`src/rtl/div_unit.sv`:
```
// div_unit: iterative radix-2 restoring divider for the EX stage (DIV / DIVU).
// Produces {remainder, quotient} for HI/LO; one operation at a time, one
// quotient bit per cycle. The operation can be annulled while it is in flight.
module div_unit #(
    parameter int WIDTH = 32,
    parameter int CNT_W = 6
) (
    input  logic               clk,
    input  logic               rst,          // asynchronous, active-low
    input  logic               start_i,
    input  logic               annul_i,
    input  logic               signed_div_i,
    input  logic [WIDTH-1:0]   opdata1_i,
    input  logic [WIDTH-1:0]   opdata2_i,
    output logic [2*WIDTH-1:0] result_o,
    output logic               ready_o,
    output logic               busy_o
);

    typedef enum logic [1:0] {
        S_FREE    = 2'b00,
        S_BY_ZERO = 2'b01,
        S_ON      = 2'b10,
        S_END     = 2'b11
    } state_t;

    state_t             r_state;
    logic [CNT_W-1:0]   r_cnt;
    logic [WIDTH-1:0]   r_dividend;   // dividend magnitude, becomes the quotient
    logic [WIDTH-1:0]   r_divisor;    // divisor magnitude
    logic [WIDTH-1:0]   r_rem;        // partial remainder
    logic               r_quo_neg;
    logic               r_rem_neg;
    logic [2*WIDTH-1:0] r_result;
    logic               r_ready;

    // Operand magnitudes and sign flags, only meaningful for DIV.
    logic               w_op1_neg;
    logic               w_op2_neg;
    logic [WIDTH-1:0]   w_op1_mag;
    logic [WIDTH-1:0]   w_op2_mag;

    assign w_op1_neg = signed_div_i & opdata1_i[WIDTH-1];
    assign w_op2_neg = signed_div_i & opdata2_i[WIDTH-1];
    assign w_op1_mag = w_op1_neg ? (~opdata1_i + 1'b1) : opdata1_i;
    assign w_op2_mag = w_op2_neg ? (~opdata2_i + 1'b1) : opdata2_i;

    // One restoring step: shift {rem, dividend} left, trial-subtract divisor.
    logic [WIDTH:0]     w_trial;
    logic [WIDTH+1:0]   w_diff;
    logic               w_q_bit;
    logic [WIDTH-1:0]   w_rem_next;

    assign w_trial    = {r_rem, r_dividend[WIDTH-1]};
    assign w_diff     = {1'b0, w_trial} - {2'b00, r_divisor};
    // The top two bits are both zero exactly when the difference is non-negative
    // (a non-negative difference is below the divisor, so it fits in WIDTH bits).
    assign w_q_bit    = (w_diff[WIDTH+1:WIDTH] == 2'b00);
    assign w_rem_next = w_q_bit ? w_diff[WIDTH-1:0] : w_trial[WIDTH-1:0];

    // Sign correction applied on the transition into END.
    logic [WIDTH-1:0]   w_quo_fix;
    logic [WIDTH-1:0]   w_rem_fix;

    assign w_quo_fix = r_quo_neg ? (~r_dividend + 1'b1) : r_dividend;
    assign w_rem_fix = r_rem_neg ? (~r_rem + 1'b1)      : r_rem;

    // Control FSM and datapath registers with registered result/ready.
    // NOTE: every register here uses <= so all of them update from the same pre-edge values.
    always_ff @(posedge clk or negedge rst) begin
        if (!rst) begin
            r_state    <= S_FREE;
            r_cnt      <= '0;
            r_dividend <= '0;
            r_divisor  <= '0;
            r_rem      <= '0;
            r_quo_neg  <= 1'b0;
            r_rem_neg  <= 1'b0;
            r_result   <= '0;
            r_ready    <= 1'b0;
        end else begin
            case (r_state)
                S_FREE: begin
                    r_result <= '0;
                    r_ready  <= 1'b0;
                    if (start_i && !annul_i) begin
                        if (opdata2_i == '0) begin
                            r_state <= S_BY_ZERO;
                        end else begin
                            r_state    <= S_ON;
                            r_dividend <= w_op1_mag;
                            r_divisor  <= w_op2_mag;
                            r_rem      <= '0;
                            r_cnt      <= '0;
                            r_quo_neg  <= w_op1_neg ^ w_op2_neg;
                            r_rem_neg  <= w_op1_neg;
                        end
                    end
                end
                S_BY_ZERO: begin
                    r_result <= '0;
                    if (annul_i) begin
                        r_state <= S_FREE;
                        r_ready <= 1'b0;
                    end else begin
                        r_state <= S_END;
                        r_ready <= 1'b1;
                    end
                end
                S_ON: begin
                    if (annul_i) begin
                        r_state  <= S_FREE;
                        r_result <= '0;
                        r_ready  <= 1'b0;
                    end else if (r_cnt == CNT_W'(WIDTH)) begin
                        r_state  <= S_END;
                        r_result <= {w_rem_fix, w_quo_fix};
                        r_ready  <= 1'b1;
                    end else begin
                        r_rem      <= w_rem_next;
                        r_dividend <= {r_dividend[WIDTH-2:0], w_q_bit};
                        r_cnt      <= r_cnt + 1'b1;
                    end
                end
                S_END: begin
                    if (!start_i) begin
                        r_state  <= S_FREE;
                        r_result <= '0;
                        r_ready  <= 1'b0;
                    end
                end
                default: begin
                    r_state  <= S_FREE;
                    r_result <= '0;
                    r_ready  <= 1'b0;
                end
            endcase
        end
    end

    // Stall request covers the request cycle and the whole computation.
    always_comb begin
        busy_o = 1'b0;
        case (r_state)
            S_ON, S_BY_ZERO: busy_o = 1'b1;
            S_FREE:          busy_o = start_i & ~annul_i;
            default:         busy_o = 1'b0;
        endcase
    end

    assign result_o = r_result;
    assign ready_o  = r_ready;

endmodule

```
`config.mk`:
```
export PLATFORM = sky130hd
export DESIGN_NAME = div_unit
export DESIGN_NICKNAME = d
export VERILOG_FILES = /design/src/rtl/div_unit.sv
export SDC_FILE = /design/constraint.sdc
export NUM_CORES = 1
export LEC_CHECK = 0
export ABC_AREA = 1
export CAP_MARGIN = 10
export CORE_MARGIN = 1.5
export CORE_UTILIZATION = 53
export CTS_CLUSTER_SIZE = 20
export DETAILED_ROUTE_END_ITERATION = 6
export GPL_TIMING_DRIVEN = 0
export PLACE_DENSITY = 0.78
export SLEW_MARGIN = 20
export SYNTH_ARGS = -nofsm -noshare
export SYNTH_HDL_FRONTEND = slang
export SYNTH_SLANG_ARGS = --single-unit
```
`constraint.sdc`:
```
create_clock -name clk -period 2.17 [get_ports clk]
set_clock_uncertainty 0.1 [all_clocks]
set_input_delay 0.434 -clock clk [delete_from_list [all_inputs] [get_ports clk]]
set_output_delay 0.434 -clock clk [all_outputs]
set_load 0.005 [all_outputs]
```
==> summary.json <==
{
  "hold_violations_final": 0,
  "tritoncts": "done",
  "finalWorstPathRequiredPeriod_ns": 2.550,
  "timing.max_slew.rel_slack": 0.5253,
  "synth_area_leader_cell": "dfrtp_1",
  "synth.ff_latch_count": 171,
  "synth_seq_area_share": 0.3312,
  "yosysUniqueCellTypes": 42,
  "grt_setup_unrepaired": "yes",
  "io_buffers": 134,
  "static-leakage-power_nw": 8.620,
  "synth_top_cell_area_share": 0.3312,
  "gp_routability_congestion": 0.9952,
  "place.detailed.hpwl_um": 34160,
  "timing.max_cap.violations": 0,
  "h-tree-depth": 4,
  "tritoncts_num_sinks": 171,
  "pwr_density_cell_nw_per_um2": 1101,
  "drt.antenna.violating_nets": 0,
  "die_y_um": 159.1,
  "antennaDiodeCount": 0,
  "layout-area-overhead-vs-synth_pct": 33.49,
  "timing_max_transition_violations_final": 0,
  "synth_top_flop_cell": "dfrtp_1",
  "cp-start-kind": "flip-flop",
  "synth.cell_area_um2": 12920,
  "avgRoutedWirePerCell_um": 18.12,
  "cts_max_path_buffers": 2,
  "post-route-cell-area_um2": 17250,
  "avgViaCountPerCell": 5.574,
  "violated_checks": "negative setup slack",
  "antenna_violations_before_repair": 0,
  "design_power_total_w": 0.01899,
  "finalCritPeriodShare": 1.175,
  "utilization": 0.7283,
  "final.setup.worst_slack_ns": -0.3799,
  "tightestPinTransition_ns": 0.7121,
  "floorplan.initialDensity": 0.5456,
  "synth.yosys.warnings": 0,
  "drive_above_1_share": 0.1829,
  "run_status": "finished, violations left",
  "instances_no_fill": 2550,
  "core_um2": 23680,
  "die-area_um2": 25330,
  "row_count": 56,
  "layout_commonest_cell": "nand2_1",
  "worstRegToRegCells": 18,
  "net_total_in_the_final_layout": 2330,
  "detail_route.wirelength_um": 46210,
  "synth_enable_flop_cells": 0,
  "vdd_drop_max_uv": 775.8,
  "dp.cells": 2453,
  "critPathRequiredTime_ns": 2.45,
  "detailedRoute.firstPassIterationCount": 5,
  "syn-mean-instance-area_um2": 6.464,
  "grt_pass1_wl_um": 69260,
  "max_clock_freq_mhz": 392.2,
  "detailed_place.area_um2": 14720,
  "worst_ep_arrival_time_ns": 2.83,
  "netlist_instances": 1999,
  "path_max_fanout": 8,
  "via_count": 14213,
  "maximum_number_of_pins_on_one_net_before_global_route_repair": 96,
  "insertion_delay_ns": 0.45,
  "fillCellCount": 1961,
  "final-setup-viol-count": 43,
  "fin_worst_hold_slack_ns": 0.2523,
  "synth_nets": 2111,
  "yosys-top-cells-area": "dfrtp_1 (33%), nand2_1 (19%), inv_1 (7.7%)",
  "cts.root.buffer_cell": "clkbuf_16",
  "layout_common_cells": "nand2_1 (624), inv_1 (232), nor2_1 (180), dfrtp_1 (155), nand3_1 (119)",
  "top_level_ports": 135,
  "ys_async_sr_fraction": 1.000,
  "die_w_um": 159.1,
  "detail_route.drc_violations": 0,
  "numCtsBuffers": 17,
  "worstHoldPathType": "in -> reg",
  "detail_route.iter0.violations": 1465,
  "clkSlewWorstSetupHoldPaths_ns": 0.08,
  "globalRouteTotalUtil": 0.3500,
  "critPathKind": "reg -> reg",
  "critPathCaptureType": "flip-flop",
  "grt-ovfl-total": 0,
  "min_delay_path_depth": 2,
  "first_global_vias": 12841
}
## per-layer routing
layer	GRT usage	vias to the layer above	part of all wire
met3	0.06200	111	0.087
met1	0.4979	6626	0.43
met2	0.5377	683	0.45
li1	-	6793	-
met5	0	-	0
met4	0.1188	0	0.030
## repair_timing
action,in CTS,in global routing
cloned,1,4
pin swaps,10,76
setup buffers,26,35
hold endpoints to repair,76,0
hold buffers,1,0
setup endpoints to repair,146,154
resized for setup,130,265
## Yosys cell counts (all sizes together) (2+ instances only)
| master | number |
|---|---|
| nor3 | 26 |
| a22o | 8 |
| o21ai | 129 |
| buf | 33 |
| xnor2 | 25 |
| o211ai | 29 |
| or2 | 8 |
| dfrtp | 171 |
| a22oi | 2 |
| nand3b | 13 |
| o31ai | 10 |
| a32o | 5 |
| nand3 | 153 |
| clkbuf | 26 |
| a31oi | 7 |
| o21a | 2 |
| nor4 | 3 |
| nand2 | 686 |
| a21oi | 49 |
| xor2 | 50 |
| inv | 269 |
| nor2 | 224 |
| o22ai | 2 |
| a21o | 2 |
| and2 | 3 |
| ha | 42 |
| nand4 | 19 |
## area by class of cell
class                   count  area (µm²)  share of cell area
multi-input cells        1500        8482              0.4918
clock buffers              18       439.2             0.02546
well taps                 319       399.1             0.02314
flip-flops and latches    171        4299              0.2493
inverters                 269        1016             0.05890
clock inverters            14       138.9            0.008052
repair buffers            201        2043              0.1185
plain buffers              58       430.4             0.02495
## flip-flops by register name (all words and copies together), names as in the netlist
name and count:
r_state 2, r_divisor 32, ready_o 1, r_rem_neg 1, r_dividend 32, result_o 64, r_rem 32, r_quo_neg 1
r_cnt 6
## path summary, 6_finish.rpt
kind,from,to,slack [ns]
max in group asynchronous,rst,r_dividend[2],0.59
setup / recovery,r_divisor[0],r_rem[3],-0.38
min in group asynchronous,rst,r_rem[30],0.47
hold reg to reg,r_divisor[9],r_divisor[9],0.39
setup reg to reg,r_divisor[0],r_rem[3],-0.38
hold / removal,annul_i,ready_o,0.25
## through the flow
stage	worst slack, ns	setup TNS [ns]
floorplan	-0.03222	-0.7336
global placement	-6.567	-1238.19
detailed placement	-1.015	-122.01
CTS	-0.3342	-10.07
global route	-0.4796	-17.45
finish	-0.3799	-11.52
## report_power, final
part | total, W | internal [W] | leakage [nW] | switching, W
registers | 0.00505 | 0.00410 | 2.25 | 0.000958
logic | 0.0108 | 0.00423 | 6.08 | 0.00661
clock network | 0.00310 | 0.00157 | 0.289 | 0.00153
## logic make-up after synthesis
family | count (synthesis) | synth area share
flops | 171 | 0.3312
buf+inv | 328 | 0.09993
simple gates | 1136 | 0.3664
xor+xnor | 75 | 0.05084
compound gates | 246 | 0.1094
fa+ha+maj | 43 | 0.04222
## critical path: stages, from the launching register on
cell	delay, ns
dfrtp_1	0.42
ha_4	0.19
fa_2	0.38
inv_2	0.09
nand2_2	0.05
nand2_2	0.07
nand3_2	0.06
nand2_2	0.09
nand2_2	0.07
nand2_4	0.09
nand2_4	0.07
nand2_4	0.06
nand2_4	0.07
nand2_8	0.15
nand2_8	0.12
buf_16	0.17
nand2_4	0.06
nand3_2	0.07
nand2_1	0.08
Power figures use the tool's default switching activity.
